--- config.mk ---
export PLATFORM = sky130hd
export DESIGN_NAME = rom_reader
export DESIGN_NICKNAME = d
export VERILOG_FILES = /design/src/rtl/rom_reader_pkg.sv /design/src/rtl/rom_reader_fifo2.sv /design/src/rtl/rom_reader.sv
export SDC_FILE = /design/constraint.sdc
export NUM_CORES = 1
export LEC_CHECK = 0
export ABC_AREA = 1
export BUFFER_PORTS_ARGS = -buffer_cell sky130_fd_sc_hd__buf_2
export CORE_MARGIN = 3
export CORE_UTILIZATION = 35
export DETAILED_ROUTE_END_ITERATION = 10
export SLEW_MARGIN = 20
export SYNTH_ARGS = -nofsm -noshare
export SYNTH_HDL_FRONTEND = slang
export SYNTH_SLANG_ARGS = --single-unit
--- constraint.sdc ---
create_clock -name clk_i -period 3.2 [get_ports clk_i]
set_input_delay 0.16 -clock clk_i [delete_from_list [all_inputs] [get_ports clk_i]]
set_output_delay 0.16 -clock clk_i [all_outputs]
set_load 0.05 [all_outputs]
--- src/rtl/rom_reader_pkg.sv ---
// Shared types and constants for the ROM burst reader.
// The burst FSM states and the depth of the latency-absorbing buffer.
package rom_reader_pkg;

    typedef enum logic [1:0] {
        IDLE  = 2'd0,
        READ  = 2'd1,
        DRAIN = 2'd2,
        DONE  = 2'd3
    } rom_reader_state_t;

    localparam int BUF_DEPTH = 2;

endpackage

--- src/rtl/rom_reader_fifo2.sv ---
// Two-entry synchronous FIFO carrying {last, data} beats for the burst reader.
// The head entry is read straight out of a storage register.
module rom_reader_fifo2
    import rom_reader_pkg::*;
#(
    parameter int WIDTH = 9
) (
    input  logic             clk_i,
    input  logic             rst_i,
    input  logic             push_i,
    input  logic [WIDTH-1:0] push_data_i,
    input  logic             pop_i,
    output logic [WIDTH-1:0] head_data_o,
    output logic [1:0]       count_o,
    output logic             full_o,
    output logic             empty_o
);

    localparam logic [1:0] FULL_CNT = 2'(BUF_DEPTH);

    logic [WIDTH-1:0] mem_q [BUF_DEPTH];
    logic             wr_ptr_q;
    logic             rd_ptr_q;
    logic [1:0]       count_q;
    logic [1:0]       count_d;
    logic             push_ok;
    logic             pop_ok;

    assign full_o      = (count_q == FULL_CNT);
    assign empty_o     = (count_q == 2'd0);
    assign count_o     = count_q;
    assign head_data_o = mem_q[rd_ptr_q];

    assign push_ok = push_i & ~full_o;
    assign pop_ok  = pop_i & ~empty_o;

    always_comb begin
        count_d = count_q;
        case ({push_ok, pop_ok})
            2'b10:   count_d = count_q + 2'd1;
            2'b01:   count_d = count_q - 2'd1;
            default: count_d = count_q;
        endcase
    end

    always_ff @(posedge clk_i) begin
        if (rst_i) begin
            mem_q[0] <= '0;
            mem_q[1] <= '0;
            wr_ptr_q <= 1'b0;
            rd_ptr_q <= 1'b0;
            count_q  <= 2'd0;
        end else begin
            if (push_ok) begin
                mem_q[wr_ptr_q] <= push_data_i;
                wr_ptr_q        <= ~wr_ptr_q;
            end
            if (pop_ok) begin
                rd_ptr_q <= ~rd_ptr_q;
            end
            count_q <= count_d;
        end
    end

endmodule

--- src/rtl/rom_reader.sv ---
// Burst read initiator for a 1-cycle-latency synchronous ROM.
// Walks len_i addresses from base_addr_i and streams the words out with a last marker.
module rom_reader
    import rom_reader_pkg::*;
#(
    parameter int DATA_WIDTH = 8,
    parameter int ADDR_WIDTH = 8
) (
    input  logic                  clk_i,
    input  logic                  rst_i,
    input  logic                  start_i,
    input  logic [ADDR_WIDTH-1:0] base_addr_i,
    input  logic [ADDR_WIDTH:0]   len_i,
    output logic                  busy_o,
    output logic                  done_o,
    output logic [ADDR_WIDTH-1:0] rom_addr_o,
    input  logic [DATA_WIDTH-1:0] rom_data_i,
    output logic [DATA_WIDTH-1:0] m_data_o,
    output logic                  m_valid_o,
    output logic                  m_last_o,
    input  logic                  m_ready_i
);

    localparam logic [ADDR_WIDTH:0]   WL_ONE   = (ADDR_WIDTH+1)'(1);
    localparam logic [ADDR_WIDTH-1:0] ADDR_ONE = ADDR_WIDTH'(1);

    // Stream handshake: a beat moves on a rising edge where m_valid_o and
    // m_ready_i are both high; an offered beat stays put until it moves.
    rom_reader_state_t         state_q, state_d;
    logic [ADDR_WIDTH-1:0]     addr_q, addr_d;
    logic [ADDR_WIDTH:0]       words_left_q, words_left_d;
    logic                      inflight_q, inflight_d;
    logic                      inflight_last_q, inflight_last_d;
    logic                      busy_q, busy_d;
    logic                      done_q, done_d;

    logic                      pop;
    logic                      issue;
    logic [2:0]                occupancy;
    logic [2:0]                limit;
    logic [DATA_WIDTH:0]       head;
    logic [1:0]                fifo_count;
    logic                      fifo_full;
    logic                      fifo_empty;

    rom_reader_fifo2 #(
        .WIDTH(DATA_WIDTH + 1)
    ) u_fifo (
        .clk_i       (clk_i),
        .rst_i       (rst_i),
        .push_i      (inflight_q),
        .push_data_i ({inflight_last_q, rom_data_i}),
        .pop_i       (pop),
        .head_data_o (head),
        .count_o     (fifo_count),
        .full_o      (fifo_full),
        .empty_o     (fifo_empty)
    );

    assign m_valid_o  = ~fifo_empty;
    assign m_data_o   = head[DATA_WIDTH-1:0];
    assign m_last_o   = head[DATA_WIDTH] & ~fifo_empty;
    assign pop        = m_valid_o & m_ready_i;
    assign rom_addr_o = addr_q;
    assign busy_o     = busy_q;
    assign done_o     = done_q;

    // Issue only while buffered plus in-flight words, after this cycle's pop, stay below two.
    assign occupancy = {1'b0, fifo_count} + {2'b00, inflight_q};
    assign limit     = 3'd2 + {2'b00, pop};
    assign issue     = (state_q == READ) && (words_left_q != '0) && (occupancy < limit);

    always_ff @(posedge clk_i) begin
        if (rst_i) begin
            state_q         <= IDLE;
            addr_q          <= '0;
            words_left_q    <= '0;
            inflight_q      <= 1'b0;
            inflight_last_q <= 1'b0;
            busy_q          <= 1'b0;
            done_q          <= 1'b0;
        end else begin
            state_q         <= state_d;
            addr_q          <= addr_d;
            words_left_q    <= words_left_d;
            inflight_q      <= inflight_d;
            inflight_last_q <= inflight_last_d;
            busy_q          <= busy_d;
            done_q          <= done_d;
        end
    end

    always_comb begin
        state_d = state_q;
        case (state_q)
            IDLE: begin
                if (start_i) begin
                    state_d = (len_i != '0) ? READ : DONE;
                end
            end
            READ: begin
                if (issue && (words_left_q == WL_ONE)) begin
                    state_d = DRAIN;
                end
            end
            DRAIN: begin
                // Only this burst's words are buffered, so a lone popped entry is the last one.
                if (!inflight_q && (fifo_empty || ((fifo_count == 2'd1) && pop))) begin
                    state_d = DONE;
                end
            end
            DONE:    state_d = IDLE;
            default: state_d = IDLE;
        endcase
    end

    always_comb begin
        addr_d          = addr_q;
        words_left_d    = words_left_q;
        inflight_d      = issue;
        inflight_last_d = issue && (words_left_q == WL_ONE);
        busy_d          = (state_d != IDLE);
        done_d          = (state_d == DONE);

        if ((state_q == IDLE) && start_i && (len_i != '0)) begin
            addr_d       = base_addr_i;
            words_left_d = len_i;
        end

        // The final address is left on the bus rather than stepping past it.
        if (issue) begin
            words_left_d = words_left_q - WL_ONE;
            if (words_left_q != WL_ONE) begin
                addr_d = addr_q + ADDR_ONE;
            end
        end
    end

endmodule

# ---- Word-level counts from Yosys, hierarchy flattened
# Memory sizes are Yosys's and may differ from the RTL's. A register that Yosys moved wholly into a read port is not among the register bits.
# Index checks and enable logic that the tools add are counted.
dict set report word_totals {
  ff_bits 27
  ram_bits 18
  input_bits 29
  output_inout_bits 20
  word_cells 74
  memories 1
}
# memory words width rd rd_ports_with_merged_regs write_ports line_no
set memory_table {}
lappend memory_table {u_fifo.mem_q 2 9 1 1 2 rom_reader_fifo2.sv:21} ;# logic [WIDTH-1:0] mem_q [BUF_DEPTH];
dict set report classes {
  addsub 6
  n_lt_le_gt_ge 1
  eq_ne 10
  mux 21
  bitwise_logic 8
  n_reduce_logical 17
}
# op n
set ops {}
lappend ops {{$mux 9} 3}
lappend ops {{$mux 8} 3}
lappend ops {{$reduce_bool 9->1} 2}
lappend ops {{$eq 2x2->1 const B} 5}
lappend ops {{$eq 9x1->1 const B} 1}
lappend ops {{$mux 1} 9}
lappend ops {{$ne 9x1->1 const B} 1}
lappend ops {{$reduce_or 9->1} 1}
lappend ops {{$sub 9x1->9 const B} 1}
lappend ops {{$add 8x1->8 const B} 1}
lappend ops {{$mux 2} 4}
lappend ops {{$pmux 2 s4} 1}
lappend ops {{$logic_and 1x1->1} 7}
lappend ops {{$eq 2x1->1 const B} 3}
lappend ops {{$reduce_bool 2->1} 3}
lappend ops {{$and 1x1->1} 4}
lappend ops {{$logic_not 2->1} 2}
lappend ops {{$not 1->1} 4}
lappend ops {{$pmux 2 s2} 1}
lappend ops {{$add 2x1->3} 1}
lappend ops {{$add 2x1->3 const A} 1}
lappend ops {{$lt 3x3->1} 1}
lappend ops {{$add 2x1->2 const B} 1}
lappend ops {{$sub 2x1->2 const B} 1}
lappend ops {{other kinds (2)} 2}

# ---- Longest topological paths before layout
dict set report logic_depth {
  depth_word 10
  ltp_mapped 13
  ltp_nobuf 12
}

# ---- Cells and area by module
# A second synthesis with hierarchy kept.
dict set report unflattened {
  hier_cells 318
  area_unflattened_um2 2587.5
}
# module instances cells_per_inst area_each_um2 seq_area_each_um2
set modules_own_cells {}
lappend modules_own_cells {rom_reader 1 221 1503.9 460.4}
lappend modules_own_cells {rom_reader_fifo2 1 97 1083.5 640.6}

# ---- Worst setup path before layout
# OpenSTA, ideal clock, no wires.
dict set report synth_timing {
  path_type {register -> output}
  from {register u_fifo.count_q[0] (netlist: u_fifo.count_o[0])}
  to {output m_last_o}
  t_arrival_ns 1.811
  required_ns 3.040
  setup_slack_ns 1.229
  path_stages_with_launch 6
  path_buffers 0
  cell_sequence {dfxtp_1 > inv_1 > ha_1 > inv_1 > o21ai_0 > nor2_1}
}
dict set report synth_between {
  elab_chain_len 3
}
# element line_no
set synth_lines {}
lappend synth_lines {{start: declaration} rom_reader_fifo2.sv:24} ;# logic [1:0] count_q;
lappend synth_lines {{start signal: assignment} rom_reader_fifo2.sv:61} ;# count_q <= count_d;
lappend synth_lines {{$logic_not 2->1} rom_reader_fifo2.sv:30} ;# assign empty_o = (count_q == 2'd0);
lappend synth_lines {{$not 1->1} --}
lappend synth_lines {{net m_valid_o} rom_reader.sv:19} ;# output logic m_valid_o,
lappend synth_lines {{$and 1x1->1} rom_reader.sv:62} ;# assign m_last_o = head[DATA_WIDTH] & ~fifo_empty;
lappend synth_lines {{end: declaration} rom_reader.sv:20} ;# output logic m_last_o,
# The timed path passes the listed nets, and every way through them passes these cells.

==> impl_metrics.env <==
export IMPL_slew_viol_final=0
export IMPL_die_w_um=89.75
export IMPL_initial_core_util=0.3738
export IMPL_worstMarginPinSlew_ps=472.8
export IMPL_cp_end_kind="register"
export IMPL_syn_inst=315
export IMPL_fmax_mhz=508.5
export IMPL_ios=49
export IMPL_regToRegSetupSlack_ps=1230
export IMPL_path_max_fanout=11
export IMPL_syn_to_final_growth_pct=16.41
export IMPL_clock_latency_ps=300
export IMPL_layout_drive_gt1_share=0.1978
export IMPL_hold_class="input pin to register"
export IMPL_grt_usage=0.1396
export IMPL_p_leak_nw=1.360
export IMPL_post_route_util=0.4351
export IMPL_cts_buffers=5
export IMPL_diodes=0
export IMPL_synth_net_count=354
export IMPL_ant_nets=0
export IMPL_drc=0
export IMPL_dp_cells=449
export IMPL_min_period_ps=1967
export IMPL_ctsHoldBuffers=0
export IMPL_cts_root_buf="clkbuf_8"
export IMPL_synthAdderAreaFrac=0.05097
export IMPL_hp_start="base_addr_i[7]"
export IMPL_ys_seq_area_frac=0.4485
export IMPL_ys_ff_latch=46
export IMPL_synthXorXnorAreaFrac=0.04638
export IMPL_clkSinkCount=46
export IMPL_cts_clk_slew_worst_paths_ps=90
export IMPL_hpwl_um=4189
export IMPL_grt_pass1_wl_um=9390
export IMPL_drtIter0Drc=74
export IMPL_synthSimpleGateAreaFrac=0.2982
export IMPL_place_congestion=0.8017
export IMPL_rr_endpoint="u_fifo.mem_q[0][4]"
export IMPL_rsz0062_at_grt="false"
export IMPL_design_area_mm2=0.002858
export IMPL_slew_headroom=0.6828
export IMPL_p_per_area_mw_per_mm2=698.1
export IMPL_fill_cells=682
export IMPL_status="complete, no violations"
export IMPL_final_common_cell="nand2_1"
export IMPL_holdPathEnd="rom_addr_o[7]"
export IMPL_ir_drop_v=0.0003706
export IMPL_clk_path_buf_depth=2
export IMPL_grt_pass1_vias=2071
export IMPL_r2r_start="u_fifo.count_o[0]"
export IMPL_cts_tree="built"
export IMPL_required_ps=3170
export IMPL_synth_warnings=0
export IMPL_firstDrtPassIters=4
export IMPL_synth_top_family_by_area="simple AND/OR/NAND/NOR gates"
export IMPL_overflow=0
export IMPL_period_share=0.6146
export IMPL_finalNetCount=402
export IMPL_setup_viol=0
export IMPL_die_area_mm2=0.008055
export IMPL_port_buffers=48
export IMPL_reg2reg_depth=7
export IMPL_arrival_ps=1930
export IMPL_yosysUniqueCellTypes=30
export IMPL_ctsResizeCount=0
export IMPL_cts_htree_levels=2
export IMPL_finalNonFillerCells=457
export IMPL_synth_compound_area_frac=0.07747
export IMPL_worst_clock_skew_ps=5.917
export IMPL_hold_violations=0
export IMPL_hold_depth=3
export IMPL_core_mm2=0.006568
export IMPL_finalWirelength_um=5359
export IMPL_chipHeight_um=89.75
export IMPL_antenna_found_initial=0
export IMPL_final_cell_mix="nand2_1, nor2_1, buf_2"
export IMPL_yosys_mux_area_fraction=0
export IMPL_wl_per_cell_um=11.73
export IMPL_vias_per_cell=4.505
export IMPL_num_vias=2059
export IMPL_cts_setup_buffers=0
export IMPL_drv_cap=0
export IMPL_crit_path_start_kind="register"
export IMPL_netlist_area_mm2=0.002455
export IMPL_fin_setup_tns_ps=0
export IMPL_placed_area_mm2=0.002765
export IMPL_synth_area_per_cell_um2=7.793
export IMPL_grt_max_degree=20
export IMPL_criticalPathCategory="register to register"
export IMPL_rows=29
-- metrics by stage --
step / hold slack [ps] / setup slack [ps] / total power, mW
detailed placement: 401.4 / 1143 / 1.645
global placement: 389.8 / 1228 / 1.638
finish: 88.97 / 1233 / 1.995
floorplan: 239.3 / 1229 / 1.466
CTS: 82.60 / 1218 / 2.013
global route: 102.0 / 1028 / 2.148
-- layout make-up --
cell class	count	area, µm²	area share
flip-flops and latches	46	1101	0.3853
repair buffers	48	240.2	0.08406
inverters	39	146.4	0.05123
well taps	93	116.4	0.04072
clock inverters	3	23.77	0.008319
clock buffers	5	68.82	0.02408
multi-input cells	223	1161	0.4063
-- critical path, stage by stage, from the launching register on --
cell,delay [ps]
dfxtp_1,400
inv_1,80
ha_1,200
nor2_1,190
inv_1,110
nor2_1,90
nand2_1,190
nand2_1,370
-- worst max-delay path by stage --
stage,from,to,slack (ps)
floorplan,u_fifo.count_o[0],m_last_o,1230
global placement,rst_i,u_fifo.mem_q[1][0],1230
detailed placement,rst_i,u_fifo.mem_q[1][6],1140
CTS,u_fifo.count_o[0],u_fifo.mem_q[0][4],1220
global route,u_fifo.count_o[0],words_left_q[5],1030
finish,u_fifo.count_o[0],u_fifo.mem_q[0][4],1230
-- cells by family (layout without fill, tap and decap cells) --
kind of cell | count (synthesis) | count (layout)
AND/OR/NAND/NOR | 167 | 167
flip-flops | 46 | 46
buffers and inverters | 46 | 95
AO/OA/AOI/OAI | 33 | 33
XOR/XNOR | 13 | 13
adder cells (fa/ha/maj) | 10 | 10
-- state kept, by name, summed over array words and instances, names as in the netlist, 2 cells and up, named ones only --
name / flops
state_q: 2
words_left_q: 9
u_fifo.count_o: 2
rom_addr_o: 8
u_fifo.mem_q: 18
-- cells in the mapped netlist (all sizes together) --
master	number	area, µm²
a21oi	11	62.56
a31oi	3	18.77
buf	4	35.03
clkbuf	3	11.26
clkinv	2	7.510
dfxtp	28	560.5
edfxtp	18	540.5
ha	10	125.1
inv	37	138.9
nand2	81	324.1
nand3	15	85.08
nand3b	1	7.510
nand4	1	6.260
nor2	63	279.0
nor3	6	30.03
o211ai	3	22.52
o21ai	15	78.82
o31ai	1	7.510
xnor2	3	26.28
xor2	10	87.58
-- power by group --
| group | switching (mW) | internal (mW) |
|---|---|---|
| combinational | 0.591 | 0.242 |
| clock | 0.214 | 0.157 |
| sequential | 0.0910 | 0.700 |
-- metal layers --
layer | vias to the layer above | GRT usage | wire length [µm]
li1 | 1090 | - | -
met4 | 0 | 0.03065 | 36
met1 | 920 | 0.1790 | 2445
met5 | - | 0 | 0
met3 | 4 | 0.02922 | 244
met2 | 45 | 0.2425 | 2632
No activity file was read; power rests on OpenSTA's default activity.
